## config.mk

```make
export PLATFORM = sky130hd
export DESIGN_NAME = output_collector
export DESIGN_NICKNAME = d
export VERILOG_FILES = /design/src/rtl/output_collector_pkg.sv /design/src/rtl/output_collector_fifo.sv /design/src/rtl/output_collector.sv
export SDC_FILE = /design/constraint.sdc
export NUM_CORES = 2
export LEC_CHECK = 0
export ABC_AREA = 1
export CORE_UTILIZATION = 35
export CTS_CLUSTER_SIZE = 10
export DETAILED_ROUTE_END_ITERATION = 12
export DONT_BUFFER_PORTS = 1
export PLACE_DENSITY_LB_ADDON = 0.25
export RECOVER_POWER = 25
export REMOVE_ABC_BUFFERS = 1
export SYNTH_ARGS = -nofsm -noshare
export SYNTH_HDL_FRONTEND = slang
export SYNTH_HIERARCHICAL = 1
export SYNTH_SLANG_ARGS = --single-unit
```

## constraint.sdc

```tcl
create_clock -name clk -period 22.2 [get_ports clk]
set_clock_uncertainty 0.1 [all_clocks]
set_input_delay 4.44 -clock clk [delete_from_list [all_inputs] [get_ports clk]]
set_output_delay 4.44 -clock clk [all_outputs]
set_load 0.005 [all_outputs]
```

## src/rtl/output_collector_pkg.sv

```systemverilog
// Shared types and helpers for the output collector.
// beat_t is one FIFO entry: the coordinates of a beat, the channel of lane 0,
// a mask of lanes that map to real output channels, and the raw lane values.
package output_collector_pkg;

    localparam int LANES       = 3;
    localparam int ACC_WIDTH   = 32;
    localparam int COORD_WIDTH = 32;

    typedef struct packed {
        logic [COORD_WIDTH-1:0]                x;
        logic [COORD_WIDTH-1:0]                y;
        logic [COORD_WIDTH-1:0]                ch;
        logic [LANES-1:0]                      lane_mask;
        logic [LANES-1:0][ACC_WIDTH-1:0]       data;
    } beat_t;

    typedef enum logic [1:0] {
        ST_IDLE = 2'd0,
        ST_EMIT = 2'd1,
        ST_DONE = 2'd2
    } state_t;

    // Clamp a signed accumulator to the signed range of an out_width-bit word.
    // The result is still ACC_WIDTH wide; callers keep the low out_width bits.
    function automatic logic [ACC_WIDTH-1:0] sat_to_out(input logic [ACC_WIDTH-1:0] value,
                                                        input int out_width);
        logic signed [ACC_WIDTH-1:0] v;
        logic signed [ACC_WIDTH-1:0] max_v;
        logic signed [ACC_WIDTH-1:0] min_v;
        v     = signed'(value);
        max_v = signed'((ACC_WIDTH'(1) << (out_width - 1)) - ACC_WIDTH'(1));
        min_v = ~max_v;  // two's complement: -max-1
        if (v > max_v) begin
            return max_v;
        end
        if (v < min_v) begin
            return min_v;
        end
        return v;
    endfunction

    // Lowest lane set in the mask (0 when the mask is empty).
    function automatic logic [1:0] first_lane(input logic [LANES-1:0] mask);
        logic [1:0] lane;
        lane = '0;
        for (int k = LANES - 1; k >= 0; k--) begin
            if (mask[k]) begin
                lane = 2'(k);
            end
        end
        return lane;
    endfunction

    // Next valid lane above cur; returns cur itself when none is left.
    function automatic logic [1:0] next_lane(input logic [LANES-1:0] mask,
                                             input logic [1:0]       cur);
        logic [1:0] lane;
        lane = cur;
        for (int k = LANES - 1; k >= 0; k--) begin
            if (mask[k] && (k > int'(cur))) begin
                lane = 2'(k);
            end
        end
        return lane;
    endfunction

    function automatic logic is_last_lane(input logic [LANES-1:0] mask,
                                          input logic [1:0]       cur);
        return next_lane(mask, cur) == cur;
    endfunction

endpackage

```

## src/rtl/output_collector_fifo.sv

```systemverilog
// sync_fifo: single-clock FIFO of beat entries.
// Ports:
//   clk, arst_n_in        clock and synchronous active-low reset
//   push_i, wr_data_i     write request and entry; taken when not full, or when
//                         full and the head is popped in the same cycle
//   pop_i                 retire the head entry
//   head_o                entry at the read pointer
//   next_o                entry behind the head (meaningful when count_o >= 2)
//   full_o, empty_o       occupancy flags
//   count_o               number of stored entries
//   almost_full_o         count_o >= DEPTH-2
module sync_fifo #(
    parameter int WIDTH = 8,
    parameter int DEPTH = 8,
    localparam int AW   = $clog2(DEPTH),
    localparam int CW   = AW + 1
) (
    input  logic             clk,
    input  logic             arst_n_in,
    input  logic             push_i,
    input  logic [WIDTH-1:0] wr_data_i,
    input  logic             pop_i,
    output logic [WIDTH-1:0] head_o,
    output logic [WIDTH-1:0] next_o,
    output logic             full_o,
    output logic             empty_o,
    output logic [CW-1:0]    count_o,
    output logic             almost_full_o
);

    logic [WIDTH-1:0] mem [DEPTH];
    logic [AW-1:0]    wr_ptr_q;
    logic [AW-1:0]    rd_ptr_q;
    logic [CW-1:0]    count_q;
    logic             do_push;
    logic             do_pop;

    assign full_o        = (count_q == CW'(DEPTH));
    assign empty_o       = (count_q == '0);
    assign count_o       = count_q;
    assign almost_full_o = (count_q >= CW'(DEPTH - 2));

    assign do_pop  = pop_i && !empty_o;
    // A full FIFO still takes a write when the head leaves in the same cycle:
    // the write lands in the slot being freed.
    assign do_push = push_i && (!full_o || do_pop);

    always_ff @(posedge clk) begin
        if (!arst_n_in) begin
            wr_ptr_q <= '0;
            rd_ptr_q <= '0;
            count_q  <= '0;
        end else begin
            if (do_push) begin
                wr_ptr_q <= wr_ptr_q + AW'(1);
            end
            if (do_pop) begin
                rd_ptr_q <= rd_ptr_q + AW'(1);
            end
            count_q <= count_q + CW'(do_push) - CW'(do_pop);
        end
    end

    always_ff @(posedge clk) begin
        if (do_push) begin
            mem[wr_ptr_q] <= wr_data_i;
        end
    end

    // Pointers wrap naturally because DEPTH is a power of two.
    assign head_o = mem[rd_ptr_q];
    assign next_o = mem[rd_ptr_q + AW'(1)];

endmodule

```

## src/rtl/output_collector.sv

```systemverilog
// output_collector: buffers 3-lane accumulator beats, saturates each valid lane
// to a signed OUT_WIDTH word and hands the words to the host one per
// valid/ready handshake, pulsing frame_done after the last word of a frame.
// Ports:
//   clk, arst_n_in                 clock and synchronous active-low reset
//   output_valid/_x/_y/_ch         beat strobe, coordinates and lane-0 channel
//   ods_data                       lane k in bits [k*ACC_WIDTH +: ACC_WIDTH]
//   almost_full                    FIFO holds >= FIFO_DEPTH-2 beats
//   overflow                       sticky: a beat was dropped on a full FIFO
//   host_valid/ready/data/x/y/ch   registered host word stream
//   frame_done                     one-cycle pulse after the frame's last word
module output_collector
    import output_collector_pkg::*;
#(
    parameter int FEATURE_MAP_WIDTH  = 1024,
    parameter int FEATURE_MAP_HEIGHT = 1024,
    parameter int OUTPUT_NB_CHANNELS = 64,
    parameter int OUT_WIDTH          = 16,
    parameter int FIFO_DEPTH         = 8
) (
    input  logic                       clk,
    input  logic                       arst_n_in,
    input  logic                       output_valid,
    input  logic [31:0]                output_x,
    input  logic [31:0]                output_y,
    input  logic [31:0]                output_ch,
    input  logic [LANES*ACC_WIDTH-1:0] ods_data,
    output logic                       almost_full,
    output logic                       overflow,
    output logic                       host_valid,
    input  logic                       host_ready,
    output logic [OUT_WIDTH-1:0]       host_data,
    output logic [31:0]                host_x,
    output logic [31:0]                host_y,
    output logic [31:0]                host_ch,
    output logic                       frame_done
);

    localparam int          CW          = $clog2(FIFO_DEPTH) + 1;
    localparam logic [31:0] FRAME_WORDS =
        32'(FEATURE_MAP_WIDTH * FEATURE_MAP_HEIGHT * OUTPUT_NB_CHANNELS);

    beat_t         in_beat;
    beat_t         head_beat;
    beat_t         next_beat;
    beat_t         pop_src;
    beat_t         load_beat;
    logic          push_req;
    logic          fifo_pop;
    logic          fifo_full;
    logic          fifo_empty;
    logic          fifo_almost_full;
    logic [CW-1:0] fifo_count;

    state_t                state_q, state_d;
    logic [1:0]            lane_q, lane_d;
    logic [31:0]           word_cnt_q, word_cnt_d;
    logic                  mid_frame_q, mid_frame_d;
    logic                  host_valid_q, host_valid_d;
    logic [OUT_WIDTH-1:0]  host_data_q, host_data_d;
    logic [31:0]           host_x_q, host_x_d;
    logic [31:0]           host_y_q, host_y_d;
    logic [31:0]           host_ch_q, host_ch_d;
    logic                  frame_done_q, frame_done_d;
    logic                  overflow_q, overflow_d;
    logic                  load_en;
    logic [1:0]            load_lane;
    logic [1:0]            nxt_lane;
    logic                  frame_end;

    function automatic logic [OUT_WIDTH-1:0] lane_word(input beat_t b, input logic [1:0] lane);
        logic [ACC_WIDTH-1:0] sat;
        sat = sat_to_out(b.data[lane], OUT_WIDTH);
        return sat[OUT_WIDTH-1:0];
    endfunction

    // Lane mask is frozen at push time; 33-bit sum avoids wrap on huge channels.
    always_comb begin
        in_beat.x         = output_x;
        in_beat.y         = output_y;
        in_beat.ch        = output_ch;
        in_beat.data      = ods_data;
        in_beat.lane_mask = '0;
        for (int k = 0; k < LANES; k++) begin
            in_beat.lane_mask[k] = (({1'b0, output_ch} + 33'(k)) < 33'(OUTPUT_NB_CHANNELS));
        end
    end

    // A beat with no valid lane would produce no words; it is not stored.
    assign push_req   = output_valid && (in_beat.lane_mask != '0);
    assign overflow_d = overflow_q | (push_req && fifo_full && !fifo_pop);

    sync_fifo #(
        .WIDTH ($bits(beat_t)),
        .DEPTH (FIFO_DEPTH)
    ) u_fifo (
        .clk           (clk),
        .arst_n_in     (arst_n_in),
        .push_i        (push_req),
        .wr_data_i     (in_beat),
        .pop_i         (fifo_pop),
        .head_o        (head_beat),
        .next_o        (next_beat),
        .full_o        (fifo_full),
        .empty_o       (fifo_empty),
        .count_o       (fifo_count),
        .almost_full_o (fifo_almost_full)
    );

    always_comb begin
        state_d      = state_q;
        lane_d       = lane_q;
        word_cnt_d   = word_cnt_q;
        mid_frame_d  = mid_frame_q;
        host_valid_d = host_valid_q;
        host_data_d  = host_data_q;
        host_x_d     = host_x_q;
        host_y_d     = host_y_q;
        host_ch_d    = host_ch_q;
        frame_done_d = 1'b0;
        fifo_pop     = 1'b0;
        load_en      = 1'b0;
        load_beat    = head_beat;
        load_lane    = lane_q;
        nxt_lane     = next_lane(head_beat.lane_mask, lane_q);
        frame_end    = (word_cnt_q == FRAME_WORDS - 32'd1);
        // After popping the head, the following word comes from the second
        // entry, or straight from a beat being pushed into an otherwise empty FIFO.
        pop_src      = (fifo_count > CW'(1)) ? next_beat : in_beat;

        case (state_q)
            ST_IDLE: begin
                if (!fifo_empty) begin
                    load_en   = 1'b1;
                    load_lane = first_lane(head_beat.lane_mask);
                    state_d   = ST_EMIT;
                end
            end
            ST_EMIT: begin
                if (host_ready) begin
                    word_cnt_d = word_cnt_q + 32'd1;
                    if (is_last_lane(head_beat.lane_mask, lane_q)) begin
                        fifo_pop = 1'b1;
                        if (frame_end) begin
                            state_d      = ST_DONE;
                            mid_frame_d  = 1'b0;
                            host_valid_d = 1'b0;
                            frame_done_d = 1'b1;
                        end else if ((fifo_count > CW'(1)) || push_req) begin
                            load_en   = 1'b1;
                            load_beat = pop_src;
                            load_lane = first_lane(pop_src.lane_mask);
                        end else begin
                            state_d      = ST_IDLE;
                            host_valid_d = 1'b0;
                        end
                    end else if (frame_end) begin
                        // Frame ended inside a beat: remember where to resume.
                        state_d      = ST_DONE;
                        mid_frame_d  = 1'b1;
                        lane_d       = nxt_lane;
                        host_valid_d = 1'b0;
                        frame_done_d = 1'b1;
                    end else begin
                        load_en   = 1'b1;
                        load_lane = nxt_lane;
                    end
                end
            end
            ST_DONE: begin
                word_cnt_d  = '0;
                mid_frame_d = 1'b0;
                if (mid_frame_q) begin
                    load_en = 1'b1;
                    state_d = ST_EMIT;
                end else if (!fifo_empty) begin
                    load_en   = 1'b1;
                    load_lane = first_lane(head_beat.lane_mask);
                    state_d   = ST_EMIT;
                end else begin
                    state_d = ST_IDLE;
                end
            end
            default: begin
                state_d = ST_IDLE;
            end
        endcase

        if (load_en) begin
            lane_d       = load_lane;
            host_valid_d = 1'b1;
            host_data_d  = lane_word(load_beat, load_lane);
            host_x_d     = load_beat.x;
            host_y_d     = load_beat.y;
            host_ch_d    = load_beat.ch + 32'(load_lane);
        end
    end

    always_ff @(posedge clk) begin
        if (!arst_n_in) begin
            state_q      <= ST_IDLE;
            lane_q       <= '0;
            word_cnt_q   <= '0;
            mid_frame_q  <= 1'b0;
            host_valid_q <= 1'b0;
            host_data_q  <= '0;
            host_x_q     <= '0;
            host_y_q     <= '0;
            host_ch_q    <= '0;
            frame_done_q <= 1'b0;
            overflow_q   <= 1'b0;
        end else begin
            state_q      <= state_d;
            lane_q       <= lane_d;
            word_cnt_q   <= word_cnt_d;
            mid_frame_q  <= mid_frame_d;
            host_valid_q <= host_valid_d;
            host_data_q  <= host_data_d;
            host_x_q     <= host_x_d;
            host_y_q     <= host_y_d;
            host_ch_q    <= host_ch_d;
            frame_done_q <= frame_done_d;
            overflow_q   <= overflow_d;
        end
    end

    assign almost_full = fifo_almost_full;
    assign overflow    = overflow_q;
    assign host_valid  = host_valid_q;
    assign host_data   = host_data_q;
    assign host_x      = host_x_q;
    assign host_y      = host_y_q;
    assign host_ch     = host_ch_q;
    assign frame_done  = frame_done_q;

endmodule

```

==> summary by stage <==
Worst setup path
The delay contributed by the slowest stage of the critical path is 0.81 ns. The kind of cell with the highest combined delay along the critical path is simple AND/OR/NAND/NOR gates. In this design, the critical path's most frequently occurring cell is nand2_1. For the worst setup path, the data arrival time is 10.39 ns. For the worst setup path, the data required time is 22.83 ns. The worst setup path is captured at a flip-flop. Of all nets on the critical path, the largest fanout is 29. The critical path start-end classification is input port to flip-flop.

The slowest stage of the critical path belongs to the cell nor3_1. STA classifies the critical path startpoint as an input port. The critical path buffer and inverter count is 4.

STA
At the pin with the least slew margin, the transition time is 1.32 ns. The final hold violation count is 0. The number of endpoints failing setup at the final stage is 0. The worst setup slack after layout is 12.45 ns. Static timing analysis puts the maximum clock frequency at 103 MHz. Setup repair after global routing left no endpoint under its margin.

The final period utilization is 0.439. For the final routed database, the setup TNS stands at 0 ns. The worst hold slack across all endpoints is 0.380 ns. The final period demand of the worst path is 9.75 ns.

The worst max-slew margin expressed relative to the limit is 0.116. The count of pins over their slew limit was 0.

Clock network
The number of clock sinks is 1725. The post-CTS setup-driven buffer insertion count is 0. After clock tree synthesis, the repair step resized 0 gates. In this run the number of H-tree levels came out at 4. The tree is rooted in a clkbuf_16. The number of clock buffers inserted by TritonCTS is 204. TritonCTS built the clock tree.

The clock reaches the later pin of the worst-skew pair after 0.89 ns. The maximum clock path buffer count is 3. Clock-pin slew was measured on the worst setup and hold paths at 0.06 ns. Hold repair after CTS inserted 0 buffers.

Finish
The final net count is 10200. The area occupied by multi-input gates is 0.0329 sq mm. Compared with the post-synthesis result, the final layout area differs by 9.24%.

The share of final-layout standard cells stronger than drive strength 1 is 0.0542. Summing all flip-flop and latch instances after layout gives 0.0502 sq mm. After filler insertion, the fill cell instance count of the layout stands at 25300. At the end of the flow the core is filled with cells to 0.384.

Synth
Sorting the synthesized cells by how often they occur yields 2553 x nand2_1, 1567 x o21ai_0, 1560 x edfxtp_1. The multiplexer fraction of the synthesized cell area is 0.000555. The parity-gate share of the synthesized area counting xor and xnor cells is 0.00319.

The per-instance average area after synthesis is 8.65 sq um. The synthesized netlist contains 60 unique library cells. By area, the combinational part of the netlist is dominated by compound AO/OA/AOI/OAI gates.

The area of the mapped netlist is 0.0902 sq mm. In this run, synthesis inferred 1560 flip-flops with an integrated enable. Of the total synthesized cell area, the portion taken by AND, OR, NAND and NOR gates is 0.160. Of the post-synthesis cell area, the dominant cell type holds 0.519. Yosys instantiated no cell more often than nand2_1. The most common flop cell mapped by yosys is edfxtp_1. Yosys attributes the largest share of cell area to edfxtp_1 52%, nand2_1 11%, o21ai_0 8.7%.

The share of synthesized registers carrying an async set or reset is 0. The cell count after synthesis came out at 10400. During synthesis, Yosys emitted a total of 6 warnings.

The largest area contributor in the netlist is edfxtp_1. Of the total synthesized cell area, the portion taken by full adders, half adders and majority gates is 0.00197. Synthesis inferred 1725 register bits. The proportion of synthesized chip area in sequential cells is 0.556. The compound-cell area share of the yosys netlist is 0.198.

Floorplan
The die footprint is 0.260 sq mm. After floorplanning, the core was sized to cover 0.257 sq mm. The top-level I/O count is 312.

The row count is 186. In this run the horizontal extent of the chip is 510 microns. The starting utilization of the core area is 0.352. The chip height is 510 microns.

Drt
The number of violations reported at the end of detailed-routing iteration 0 is 7663. Using the TritonRoute via totals, the vias-per-cell ratio works out to 5.61. The total wire length is 322000 microns. The post-route antenna net violation count is 0.

The first TritonRoute pass finished after 6 iterations. Summing over every cut layer, the via total after detailed routing is 76100. The DRC violations left is 0. The average wire length per cell after detail routing is 23.7 microns.

Placed design
The routability-driven placement congestion ratio is 0.858. Port buffering added 0 buffers. Prior to clock tree synthesis, the placed netlist has a worst setup slack of 11.63 ns. The total half-perimeter wirelength after legalization and detailed placement is 166000 microns.

Run status
The run finished with clean final reports.

Power
The total leakage power is 0.0374 uW. For this design the ratio of total power to cell area is 68.9 mW/mm^2. VDD sags by at most 0.0000675 V.

Global route
The initial antenna violation count came to 9. The global-route total usage across every layer is 0.241. The number of global-route vias before repair is 74000. The first global-routing pass estimated 472000 microns of wire.

Entering global routing, the biggest net connects 237 pins. For this run the aggregate overflow at the end of global routing stands at 0.

Run
The max-capacitance violation count is 0.

Hold path
In this run the worst hold path is classified as flip-flop to flip-flop.
## metal layers
layer,GRT usage,part of all wire,up-vias
met5,0,0,-
met3,0.0506,0.092,661
met4,0.0819,0.030,0
met2,0.396,0.46,3580
met1,0.313,0.41,37100
li1,-,-,34800
## cells by family (layout without fill, tap and decap cells)
logic type,Yosys count,count (layout)
buffers and inverters,1734,1481
multiplexers,5,5
other,0,2
XOR/XNOR,32,32
AND/OR/NAND/NOR,3637,3637
adder cells (fa/ha/maj),13,13
flip-flops,1725,1725
AO/OA/AOI/OAI,3293,3293
## worst paths after layout
path / to / start / slack [ns] / depth (start not counted)
worst max register to register: host_ch[26] / flip-flop / 14.66 / 26
worst max-delay path: host_ch[26] / output_ch[8] / 12.45 / 25
worst min-delay path: word_cnt_q[22] / word_cnt_q[22] / 0.38 / 2
worst min register to register: word_cnt_q[22] / word_cnt_q[22] / 0.38 / 2
## worst reg2reg max path, stage by stage (launching register included)
cell	delay, ns
dfxtp_4	0.49
inv_8	0.47
buf_4	0.86
a21oi_1	0.15
o21ai_0	0.13
nand2_1	0.09
nand2_1	0.07
nand2_1	0.11
inv_1	0.09
nor3_1	0.05
inv_1	0.10
nand2_1	0.08
nor2_1	0.50
nand2_8	0.37
inv_6	0.60
or2_2	0.25
o21ai_0	0.14
fa_1	0.58
nor3_1	0.81
nand2_1	0.33
nor3_2	0.25
nand2_1	0.14
nor2_2	0.18
nand4_1	0.12
xor2_1	0.16
o21bai_1	0.16
inv_1	0.06
## state kept, by name (all words and copies together), names as in the netlist, named ones only
register / flops
state_q: 2
host_valid: 1
u_fifo/rd_ptr_q: 3
frame_done: 1
overflow: 1
u_fifo/mem: 1560
u_fifo/wr_ptr_q: 3
word_cnt_q: 32
mid_frame_q: 1
host_ch: 32
host_data: 16
host_x: 32
u_fifo/count_o: 4
lane_q: 2
host_y: 32
## per-stage QoR
| step | total power [uW] | instance area, sq um | instances |
|---|---|---|---|
| after CTS | 6860 | 98600 | 13600 |
| final | 6790 | 98600 | 13600 |
| after global routing | 6980 | 98600 | 13600 |
| after detailed placement | 3630 | 92200 | 13200 |
| after global placement | 3630 | 92200 | 13200 |
| after floorplan | 3620 | 86700 | 9693 |
## report_power, final
part | switching (uW) | internal (uW) | leakage (uW)
logic | 17.4 | 9.10 | 0.0190
clock network | 1390 | 1840 | 0.00304
registers | 0.00293 | 3540 | 0.0153
total | 1410 | 5380 | 0.0374
## layout by cell type (no fill, tap or decap), drive strengths merged, types with 4 or more instances in the layout
cell | netlist | final
nand2 | 2580 | 2580
o21ai | 1580 | 1580
edfxtp | 1560 | 1560
a21oi | 1045 | 1045
inv | 984 | 989
nor2 | 802 | 802
clkbuf | 344 | 346
o211ai | 271 | 271
o22ai | 197 | 197
dfxtp | 165 | 165
buf | 402 | 114
nand3 | 92 | 92
or2 | 84 | 84
o31ai | 83 | 83
a31oi | 73 | 73
nor3 | 29 | 29
nand4 | 28 | 28
clkinv | 4 | 27
xor2 | 23 | 23
o21bai | 22 | 22
ha | 11 | 11
xnor2 | 9 | 9
nor4 | 9 | 9
a32oi | 8 | 8
nand3b | 5 | 5
mux2i | 5 | 5
a211oi | 4 | 4
nor3b | 4 | 4
bufinv | 0 | 4
## final cells by class
type | instances | area share
Sequential cell | 1725 | 0.509
Multi-Input combinational cell | 6980 | 0.334
Clock buffer | 346 | 0.0593
Tap cell | 3384 | 0.0430
Inverter | 988 | 0.0383
Timing Repair Buffer | 114 | 0.0112
Clock inverter | 33 | 0.00547
Antenna cell | 2 | 0.0000508
(Power assumes the default switching activity.)
